<file path="src/rtl/sb_1237_uart_pkg.sv">
// Shared encodings and ASCII constants for the host-to-bot UART command receiver.
package sb_1237_uart_pkg;

  typedef enum logic [1:0] {
    OP_NONE  = 2'd0,
    OP_START = 2'd1,
    OP_STOP  = 2'd2,
    OP_NODE  = 2'd3
  } cmd_op_t;

  typedef enum logic [1:0] {
    ERR_NONE     = 2'd0,
    ERR_FRAMING  = 2'd1,
    ERR_OVERFLOW = 2'd2,
    ERR_SYNTAX   = 2'd3
  } err_code_t;

  typedef enum logic [1:0] {
    RX_IDLE,
    RX_START,
    RX_DATA,
    RX_STOP
  } rx_state_t;

  typedef enum logic [1:0] {
    P_IDLE,
    P_COLLECT,
    P_DISCARD
  } parse_state_t;

  localparam logic [7:0] CH_HASH = 8'h23;
  localparam logic [7:0] CH_DASH = 8'h2D;
  localparam logic [7:0] CH_N    = 8'h4E;
  localparam logic [7:0] CH_CR   = 8'h0D;
  localparam logic [7:0] CH_LF   = 8'h0A;
  localparam logic [7:0] CH_0    = 8'h30;
  localparam logic [7:0] CH_9    = 8'h39;
  localparam logic [7:0] CH_G    = 8'h47;
  localparam logic [7:0] CH_O    = 8'h4F;
  localparam logic [7:0] CH_S    = 8'h53;
  localparam logic [7:0] CH_T    = 8'h54;
  localparam logic [7:0] CH_P    = 8'h50;

  localparam int MAX_NODE = 25;

  function automatic logic is_digit(input logic [7:0] c);
    return (c >= CH_0) && (c <= CH_9);
  endfunction

endpackage

</file>
<file path="src/rtl/sb_1237_uart_byte_rx.sv">
// 8N1 byte receiver: rx synchronizer, baud counter and bit FSM.
// Emits the received byte with a valid pulse, or a framing error pulse on a low stop bit.
module sb_1237_uart_byte_rx
  import sb_1237_uart_pkg::*;
#(
  parameter int CLKS_PER_BIT = 434
) (
  input  logic       clk,
  input  logic       rst,
  input  logic       rx,
  output logic [7:0] byte_data,
  output logic       byte_valid,
  output logic       frame_err
);

  localparam int CNT_W = $clog2(CLKS_PER_BIT + 1);
  localparam logic [CNT_W-1:0] HALF_CNT = CNT_W'(CLKS_PER_BIT / 2);
  localparam logic [CNT_W-1:0] FULL_CNT = CNT_W'(CLKS_PER_BIT - 1);

  logic sync1_q, sync2_q, rx_prev_q;
  rx_state_t state_q, state_d;
  logic [CNT_W-1:0] cnt_q, cnt_d;
  logic [2:0] bit_q, bit_d;
  logic [7:0] shift_q, shift_d;
  logic brk_q, brk_d;
  logic valid_d, ferr_d;

  always_ff @(posedge clk or posedge rst) begin
    if (rst) begin
      sync1_q   <= 1'b1;
      sync2_q   <= 1'b1;
      rx_prev_q <= 1'b1;
    end else begin
      sync1_q   <= rx;
      sync2_q   <= sync1_q;
      rx_prev_q <= sync2_q;
    end
  end

  // brk_q lets a line held low restart a frame without a new falling edge,
  // so a break keeps reporting one framing error per character time.
  always_comb begin
    state_d = state_q;
    cnt_d   = cnt_q + 1'b1;
    bit_d   = bit_q;
    shift_d = shift_q;
    brk_d   = brk_q;
    valid_d = 1'b0;
    ferr_d  = 1'b0;
    case (state_q)
      RX_IDLE: begin
        cnt_d = '0;
        if (!sync2_q && (rx_prev_q || brk_q)) begin
          state_d = RX_START;
        end
      end
      RX_START: begin
        if (cnt_q == HALF_CNT) begin
          cnt_d = '0;
          bit_d = '0;
          state_d = sync2_q ? RX_IDLE : RX_DATA;
        end
      end
      RX_DATA: begin
        if (cnt_q == FULL_CNT) begin
          cnt_d   = '0;
          shift_d = {sync2_q, shift_q[7:1]};
          if (bit_q == 3'd7) begin
            state_d = RX_STOP;
          end else begin
            bit_d = bit_q + 1'b1;
          end
        end
      end
      RX_STOP: begin
        if (cnt_q == FULL_CNT) begin
          cnt_d   = '0;
          state_d = RX_IDLE;
          if (sync2_q) begin
            valid_d = 1'b1;
            brk_d   = 1'b0;
          end else begin
            ferr_d  = 1'b1;
            brk_d   = 1'b1;
          end
        end
      end
      default: state_d = RX_IDLE;
    endcase
  end

  always_ff @(posedge clk or posedge rst) begin
    if (rst) begin
      state_q    <= RX_IDLE;
      cnt_q      <= '0;
      bit_q      <= '0;
      shift_q    <= '0;
      brk_q      <= 1'b0;
      byte_data  <= '0;
      byte_valid <= 1'b0;
      frame_err  <= 1'b0;
    end else begin
      state_q    <= state_d;
      cnt_q      <= cnt_d;
      bit_q      <= bit_d;
      shift_q    <= shift_d;
      brk_q      <= brk_d;
      byte_valid <= valid_d;
      frame_err  <= ferr_d;
      if (valid_d) begin
        byte_data <= shift_q;
      end
    end
  end

endmodule

</file>
<file path="src/rtl/sb_1237_uart_cmd_rx.sv">
// Host command receiver: frames '#'-terminated messages from the byte receiver
// and decodes GO-, STOP- and Ndd- into one-cycle command pulses.
module sb_1237_uart_cmd_rx
  import sb_1237_uart_pkg::*;
#(
  parameter int CLK_HZ  = 50_000_000,
  parameter int BAUD    = 115200,
  parameter int MAX_LEN = 8
) (
  input  logic       clk,
  input  logic       rst,
  input  logic       rx,
  output logic [7:0] rx_byte,
  output logic       rx_byte_valid,
  output logic       cmd_valid,
  output logic [1:0] cmd_op,
  output logic [4:0] cmd_arg,
  output logic       err,
  output logic [1:0] err_code
);

  localparam int CLKS_PER_BIT = CLK_HZ / BAUD;
  localparam int CNT_W = $clog2(MAX_LEN + 1);

  logic frame_err;

  sb_1237_uart_byte_rx #(
    .CLKS_PER_BIT(CLKS_PER_BIT)
  ) u_byte_rx (
    .clk       (clk),
    .rst       (rst),
    .rx        (rx),
    .byte_data (rx_byte),
    .byte_valid(rx_byte_valid),
    .frame_err (frame_err)
  );

  parse_state_t pstate_q, pstate_d;
  logic [CNT_W-1:0] count_q, count_d;
  logic [7:0] buf_q [MAX_LEN];
  logic wr_en;
  logic cmd_fire, perr_fire;
  err_code_t perr_kind;

  logic dec_ok;
  cmd_op_t dec_op;
  logic [4:0] dec_arg;
  logic [7:0] node_val;

  logic cmd_valid_q, perr_q;
  cmd_op_t cmd_op_q;
  logic [4:0] cmd_arg_q;
  err_code_t err_code_q;

  always_comb begin
    dec_ok   = 1'b0;
    dec_op   = OP_NONE;
    dec_arg  = '0;
    node_val = (buf_q[1] - CH_0) * 8'd10 + (buf_q[2] - CH_0);
    if (count_q == CNT_W'(3) && buf_q[0] == CH_G && buf_q[1] == CH_O &&
        buf_q[2] == CH_DASH) begin
      dec_ok = 1'b1;
      dec_op = OP_START;
    end else if (count_q == CNT_W'(5) && buf_q[0] == CH_S && buf_q[1] == CH_T &&
                 buf_q[2] == CH_O && buf_q[3] == CH_P && buf_q[4] == CH_DASH) begin
      dec_ok = 1'b1;
      dec_op = OP_STOP;
    end else if (count_q == CNT_W'(4) && buf_q[0] == CH_N && is_digit(buf_q[1]) &&
                 is_digit(buf_q[2]) && buf_q[3] == CH_DASH &&
                 node_val <= 8'(MAX_NODE)) begin
      dec_ok  = 1'b1;
      dec_op  = OP_NODE;
      dec_arg = node_val[4:0];
    end
  end

  // A framing error abandons any partial message, whatever state we were in.
  always_comb begin
    pstate_d  = pstate_q;
    count_d   = count_q;
    wr_en     = 1'b0;
    cmd_fire  = 1'b0;
    perr_fire = 1'b0;
    perr_kind = ERR_SYNTAX;
    if (frame_err) begin
      pstate_d = P_IDLE;
      count_d  = '0;
    end else if (rx_byte_valid) begin
      case (pstate_q)
        P_IDLE: begin
          if (rx_byte == CH_HASH) begin
            perr_fire = 1'b1;
          end else if (rx_byte != CH_CR && rx_byte != CH_LF) begin
            wr_en    = 1'b1;
            count_d  = CNT_W'(1);
            pstate_d = P_COLLECT;
          end
        end
        P_COLLECT: begin
          if (rx_byte == CH_HASH) begin
            count_d   = '0;
            pstate_d  = P_IDLE;
            cmd_fire  = dec_ok;
            perr_fire = !dec_ok;
          end else if (count_q == CNT_W'(MAX_LEN)) begin
            count_d   = '0;
            pstate_d  = P_DISCARD;
            perr_fire = 1'b1;
            perr_kind = ERR_OVERFLOW;
          end else begin
            wr_en   = 1'b1;
            count_d = count_q + 1'b1;
          end
        end
        P_DISCARD: begin
          if (rx_byte == CH_HASH) begin
            pstate_d = P_IDLE;
          end
        end
        default: pstate_d = P_IDLE;
      endcase
    end
  end

  always_ff @(posedge clk or posedge rst) begin
    if (rst) begin
      pstate_q <= P_IDLE;
      count_q  <= '0;
      for (int i = 0; i < MAX_LEN; i++) begin
        buf_q[i] <= '0;
      end
    end else begin
      pstate_q <= pstate_d;
      count_q  <= count_d;
      for (int i = 0; i < MAX_LEN; i++) begin
        if (wr_en && count_q == CNT_W'(i)) begin
          buf_q[i] <= rx_byte;
        end
      end
    end
  end

  always_ff @(posedge clk or posedge rst) begin
    if (rst) begin
      cmd_valid_q <= 1'b0;
      cmd_op_q    <= OP_NONE;
      cmd_arg_q   <= '0;
      perr_q      <= 1'b0;
      err_code_q  <= ERR_NONE;
    end else begin
      cmd_valid_q <= cmd_fire;
      perr_q      <= perr_fire;
      if (cmd_fire) begin
        cmd_op_q  <= dec_op;
        cmd_arg_q <= dec_arg;
      end
      if (frame_err) begin
        err_code_q <= ERR_FRAMING;
      end else if (perr_fire) begin
        err_code_q <= perr_kind;
      end
    end
  end

  // Framing errors are already registered in the byte receiver, so they bypass
  // the parser register to land the cycle after the stop-bit sample.
  assign cmd_valid = cmd_valid_q;
  assign cmd_op    = cmd_op_q;
  assign cmd_arg   = cmd_arg_q;
  assign err       = perr_q | frame_err;
  assign err_code  = frame_err ? ERR_FRAMING : err_code_q;

endmodule

</file>
<file path="config.mk">
export PLATFORM = sky130hd
export DESIGN_NAME = sb_1237_uart_cmd_rx
export DESIGN_NICKNAME = d
export VERILOG_FILES = /design/src/rtl/sb_1237_uart_pkg.sv /design/src/rtl/sb_1237_uart_byte_rx.sv /design/src/rtl/sb_1237_uart_cmd_rx.sv
export SDC_FILE = /design/constraint.sdc
export NUM_CORES = 1
export LEC_CHECK = 0
export BUFFER_PORTS_ARGS = -buffer_cell sky130_fd_sc_hd__buf_4
export CAP_MARGIN = 30
export CORE_ASPECT_RATIO = 0.5
export CORE_UTILIZATION = 60
export DETAILED_ROUTE_END_ITERATION = 10
export GPL_ROUTABILITY_DRIVEN = 0
export PLACE_DENSITY = 0.89
export SETUP_SLACK_MARGIN = 0.02
export SYNTH_ARGS = -nofsm -noshare
export SYNTH_HDL_FRONTEND = slang
export SYNTH_SLANG_ARGS = --single-unit
</file>
<file path="constraint.sdc">
create_clock -name clk -period 5.32 [get_ports clk]
set_clock_uncertainty 0.2 [all_clocks]
set_input_delay 0 -clock clk [delete_from_list [all_inputs] [get_ports clk]]
set_output_delay 0 -clock clk [all_outputs]
set_load 0.01 [all_outputs]
</file>
==> flow_summary.ini, run 1 <==
[pwr]
comb_power_share_pct = 5.2
sw_frac_of_total_pct = 25.7
cellPowerDensity_nw_per_um2 = 257
p_leak_nw = 2.68
switching_power_mw = 0.373
p_int_mw = 1.08
p_seq_share_pct = 51.9
peakVddDrop_mv = 0.179
power.share.clock_pct = 43.0

[flow_run]
cap_violations = 0

[synthesis]
syn-num-nets = 491
syn_area_um2 = 5050
yosysWarnings = 0
synth_edf_count = 0
ys.flop_type = dfrtp_1
avgSynthCellArea_um2 = 11.0
synth_seq_area_share_pct = 46.2
syn_inst = 457
synthArstFlopShare_pct = 100
synth_cell_type_count = 60
ys_ff_latch = 93

[sta]
setup_tns_ns = 0
period_share_pct = 72.6
hold_viol = 0
report.final.setup_viol = 0
fin_ws_ns = 1.46
max-slew-margin-rel_pct = 36.6
max_freq_mhz = 259
tightest_slew_ns = 0.951
slew_violations = 0
finalCriticalPeriod_ns = 3.86
rsz0062_at_grt = no

[clocking]
post_cts_buffers = 0
cts_buffers = 9
clk-insertion-delay-late_ns = 0.35
clock_path_buffers = 2
root_buffer = clkbuf_16
cts_sinks = 93
htree_levels = 3
clk_pin_slew_ns = 0.07
cts_tree = done

[global_routing]
grt_pass1_wl_um = 18700
grt_pass1_vias = 3724
grt_usage_pct = 28.0
antenna_found_initial = 0
grt_max_degree = 77
grt-ovfl-total = 0

[floorplanning]
fp.dieW_um = 132
die_y_um = 66.9
dieArea_um2 = 8810
core_region_area_um2 = 8090
rows = 23
io_pins = 23
initial_core_util_pct = 62.4

[setup_path]
worstPathArrival_ns = 3.87
critPathLaunchType = register
r2r-start = buf_q[52]$_DFFE_PP0P_
critPathRequiredTime_ns = 5.33
reg2reg_depth = 12
r2r_slack_ns = 1.46
cp_max_fo = 7
r2r_end = perr_q$_DFF_PP0_
end_kind = register
crit_type = reg -> reg

[placement]
placed_cells = 581
io_buffers = 22
pre_cts_ws_ns = 1.50
dp_hpwl_um = 7840

[run_status]
outcome = finished, final reports clean

[final_layout]
area_delta_synth_final_pct = 11.7
stdcell_count = 600
final_common_cell = dfrtp_1
final_nets = 517
final_cell_mix = dfrtp_1 (90), mux2_2 (55), nor2_1 (38), ha_1 (29), buf_4 (25)
drive_above_1_share_pct = 23.6
diodes = 0

[route]
drt_first_pass_iters = 4
drt_iter0_drc = 281
drt-total-wl_um = 11500
dr_total_vias = 3790
drtAntennaViolNets = 0
avgViaCountPerCell = 6.32
avgRoutedWirePerCell_um = 19.2
post-route-drc-count = 0

[hold_path]
worstHoldStart = rx
holdPathStages = 2
whs_endpoint = u_byte_rx.sync1_q$_DFF_PP1_
hold_path.class = in -> reg
-- metrics by stage --
stage / hold WS, ns / utilization, % / instance area (um2) / total power, mW
6_report: 0.121 / 69.8 / 5640 / 1.45
5_1_grt: 0.123 / 69.8 / 5640 / 1.49
4_1_cts: 0.0928 / 69.8 / 5640 / 1.45
3_5_place_dp: -0.220 / 65.8 / 5320 / 0.840
3_3_place_gp: -0.231 / 65.7 / 5320 / 0.836
2_1_floorplan: -0.196 / - / 5050 / 0.822
-- flip-flops by register name, indices dropped and copies added (netlist names), named ones only --
signal                flops
u_byte_rx.sync1_q         1
u_byte_rx.byte_valid      1
u_byte_rx.sync2_q         1
buf_q                    40
cmd_arg                   5
pstate_q                  2
u_byte_rx.rx_prev_q       1
err_code_q                2
u_byte_rx.shift_q         8
cmd_valid                 1
u_byte_rx.bit_q           3
u_byte_rx.brk_q           1
u_byte_rx.state_q         1
u_byte_rx.frame_err       1
u_byte_rx.byte_data       8
perr_q                    1
u_byte_rx.cnt_q           9
cmd_op                    2
count_q                   4
-- area by class of cell --
type / instances / area, um2
Multi-Input combinational cell: 327 / 2570
Fill cell: 532 / 2440
Sequential cell: 93 / 2330
Clock buffer: 10 / 229
Timing Repair Buffer: 28 / 218
Tap cell: 112 / 140
Inverter: 24 / 91.3
Clock inverter: 6 / 60.1
-- per-layer routing --
metal	wire length [um]	track usage (%)	vias up
met1	4940	34.2	1847
li1	-	-	1732
met4	293	10.9	0
met5	0	0	-
met2	5440	47.9	174
met3	827	7.99	37
-- worst max-delay path by stage --
stage | slack (ns) | depth (start not counted) | start | end
global route | 1.24 | 11 | buf_q[51]$_DFFE_PP0P_ | cmd_arg[0]$_DFFE_PP0P_
detailed placement | 1.50 | 12 | buf_q[52]$_DFFE_PP0P_ | err_code_q[0]$_DFFE_PP0P_
global placement | 1.62 | 11 | buf_q[49]$_DFFE_PP0P_ | cmd_arg[0]$_DFFE_PP0P_
CTS | 1.44 | 12 | buf_q[52]$_DFFE_PP0P_ | perr_q$_DFF_PP0_
finish | 1.46 | 12 | buf_q[52]$_DFFE_PP0P_ | perr_q$_DFF_PP0_
floorplan | 1.79 | 12 | buf_q[49]$_DFFE_PP0P_ | cmd_arg[4]$_DFFE_PP0P_
-- repair_timing --
item,4_1_cts,5_1_grt
hold endpoints to repair,18,0
gates resized for setup,0,0
hold buffers,3,0
-- power groups by stage --
stage / combinational [mW] / sequential, mW / clock [mW]
3_3_place_gp: 0.0716 / 0.764 / 0
5_1_grt: 0.0851 / 0.756 / 0.653
4_1_cts: 0.0765 / 0.752 / 0.625
2_1_floorplan: 0.0693 / 0.752 / 0
6_report: 0.0751 / 0.753 / 0.623
3_5_place_dp: 0.0744 / 0.766 / 0
-- Yosys cell counts, drive strengths merged (4+ instances only) --
master  number  area share [%]
inv         24             1.8
ha          29             7.2
nand2b       7            0.87
a211oi       8             1.3
nor2b        4            0.50
o31ai        5            0.74
nand3       18             2.1
mux2        55              12
a221oi       6             1.0
nor3         8            0.79
nor4bb       7             1.4
and3         5            0.62
nand4       11             1.4
buf          5            0.50
o21ai       22             2.2
or3          4            0.50
nor4         7            0.99
nor3b        5            0.74
clkbuf       8            0.59
dfrtp       90              45
nand2       17             1.3
nor2        38             2.8
and3b        5            0.87
and4b        5            0.99
xnor2       11             2.1
a21oi        9            0.97
-- cell families after synthesis --
| group | Yosys count | synth area share, % |
|---|---|---|
| AND/OR/NAND/NOR | 157 | 18.4 |
| flip-flops | 93 | 46.2 |
| AO/OA/AOI/OAI | 68 | 9.09 |
| multiplexers | 56 | 12.5 |
| buffers and inverters | 37 | 2.87 |
| adder cells (fa/ha/maj) | 31 | 7.98 |
| XOR/XNOR | 15 | 3.02 |
-- worst max-delay path: stages (launching register included) --
cell,delay (ns)
dfrtp_1,0.42
inv_1,0.09
ha_1,0.31
ha_1,0.29
ha_1,0.34
xnor2_1,0.19
ha_1,0.19
xnor2_1,0.12
xnor3_1,0.45
xnor2_2,0.17
xnor2_1,0.24
o32ai_1,0.53
a31oi_1,0.17
Power figures use the tool's default switching activity.
==> inputs of run 2 (changes only) <==
==> constraint.sdc (replaced) <==
create_clock -name clk -period 3.7 [get_ports clk]
set_clock_uncertainty 0.2 [all_clocks]
set_input_delay 0 -clock clk [delete_from_list [all_inputs] [get_ports clk]]
set_output_delay 0 -clock clk [all_outputs]
set_load 0.01 [all_outputs]
==> run 2 against run 1 <==
Effect of this change:
- fmax rose by 11%
- non-clock buffer count increased by 7
- via count grew 0.71%
- global-route usage shrank 0.094 points
- register-to-register slack worse by 1.2 ns
- flip-flop and latch count is the same
- combinational power up 45%
- critical path type unchanged
- largest power group unchanged
==> flow_summary.ini, run 2 (synthesis results as in run 1) <==
[pwr]
design_power_total_mw = 2.14
p_leak_nw = 2.73
cellPowerDensity_nw_per_um2 = 372
peakVddDrop_mv = 0.274

[global_routing]
antenna_found_initial = 0
use_met1_pct = 34.7
grt_pass1_wl_um = 18600
grtUsageMet3_pct = 6.47
met2_usage_pct = 47.8
grt_max_degree = 44
grt_pass1_vias = 3794
grt_usage_pct = 27.9
grt-busiest-layer = met2
grt-ovfl-total = 0

[floorplanning]
dieArea_um2 = 8810
rows = 23
die_y_um = 66.9
io_pins = 23
core_region_area_um2 = 8090
fp.dieW_um = 132
initial_core_util_pct = 62.4

[sta]
rsz0062_at_grt = no
hold_viol = 0
period_share_pct = 94.3
setup_tns_ns = 0
tightest_slew_ns = 0.753
max-slew-margin-rel_pct = 49.8
slew_violations = 0
finalCriticalPeriod_ns = 3.49
max_freq_mhz = 287
report.final.setup_viol = 0

[setup_path]
critPathLaunchType = register
critPathRequiredTime_ns = 3.70
end_kind = register
cp_max_fo = 4
crit_type = reg -> reg
worstPathArrival_ns = 3.49

[route]
drt-total-wl_um = 11400
drtAntennaViolNets = 0
avgViaCountPerCell = 6.29
drt_first_pass_iters = 5
drt_iter0_drc = 267
dr_total_vias = 3817
avgRoutedWirePerCell_um = 18.8
post-route-drc-count = 0

[final_layout]
area_delta_synth_final_pct = 13.6
drive_above_1_share_pct = 25.5
fillCellCount = 530
largest_reg_flops = 40
final_nets = 524
top_register = buf_q
final_cell_mix = dfrtp_1 (90), mux2_2 (55), nor2_1 (38), buf_4 (33), ha_1 (28)
top_regs = buf_q: 40 flops, u_byte_rx.cnt_q: 9 flops
final_common_cell = dfrtp_1
diodes = 0
regArea_um2 = 2330
multiInputGateArea_um2 = 2600

[clocking]
clk_pin_slew_ns = 0.07
cts_tree = done
htree_levels = 3
cts_buffers = 9
cts_sinks = 93
clk-insertion-delay-late_ns = 0.34
root_buffer = clkbuf_16
clock_path_buffers = 2

[hold_path]
hold_path.class = in -> async

[run_status]
outcome = finished, final reports clean

[placement]
dp_hpwl_um = 7930
io_buffers = 22

[flow_run]
cap_violations = 0
[run 2: layer usage]
metal / share of wire [%] / vias up
met5: 0 / -
met4: 2.3 / 0
met3: 7.4 / 31
li1: - / 1744
met2: 48 / 162
met1: 42 / 1880
[run 2: where the power goes]
group | internal [mW] | switching (mW)
sequential | 1.05 | 0.0367
combinational | 0.0367 | 0.0726
clock | 0.550 | 0.394
total | 1.63 | 0.503
[run 2: layout make-up]
type                            instances  area share [%]
Multi-Input combinational cell        327            45.3
Sequential cell                        93            40.6
Timing Repair Buffer                   35            4.67
Clock buffer                           11            4.23
Tap cell                              112            2.44
Inverter                               24            1.59
Clock inverter                          5            1.16
[run 2: what timing repair did]
action	CTS	global route
hold endpoints to repair	42	0
endpoints found under the setup margin	0	9
hold buffers	2	0
gates resized for setup	0	3
buffers inserted	0	1
[run 2: worst paths after layout]
kind | from | endpoint | slack, ns | depth (start not counted)
setup / recovery | buf_q[49]$_DFFE_PP0P_ | perr_q$_DFF_PP0_ | 0.21 | 11
setup reg to reg | buf_q[49]$_DFFE_PP0P_ | perr_q$_DFF_PP0_ | 0.21 | 11
min in group clk | rx | u_byte_rx.sync1_q$_DFF_PP1_ | 0.14 | 2
max in group asynchronous | rst | cmd_arg[1]$_DFFE_PP0P_ | 2.35 | 4
hold reg to reg | u_byte_rx.sync1_q$_DFF_PP1_ | u_byte_rx.sync2_q$_DFF_PP1_ | 0.16 | 0
hold / removal | rst | u_byte_rx.byte_data[1]$_DFFE_PP0P_ | 0.13 | 3
[run 2: metrics by stage]
stage	area [um2]	worst slack [ns]	hold WS, ns	instances	utilization (%)
after floorplan	5050	0.166	-0.196	457	-
after global placement	5380	0.233	-0.0916	588	66.5
after detailed placement	5380	0.0954	-0.0789	588	66.5
after CTS	5710	0.0634	0.134	606	70.6
after global routing	5740	0.0343	0.136	607	71.0
final	5740	0.211	0.127	607	71.0
[run 2: worst max-delay path: stages (launching register included)]
cell	delay (ns)
dfrtp_1	0.38
ha_1	0.30
ha_1	0.22
fa_1	0.44
ha_1	0.29
ha_1	0.35
a21oi_1	0.22
a21oi_1	0.12
nor4_1	0.29
nand2b_1	0.11
o32ai_2	0.29
a31oi_1	0.13
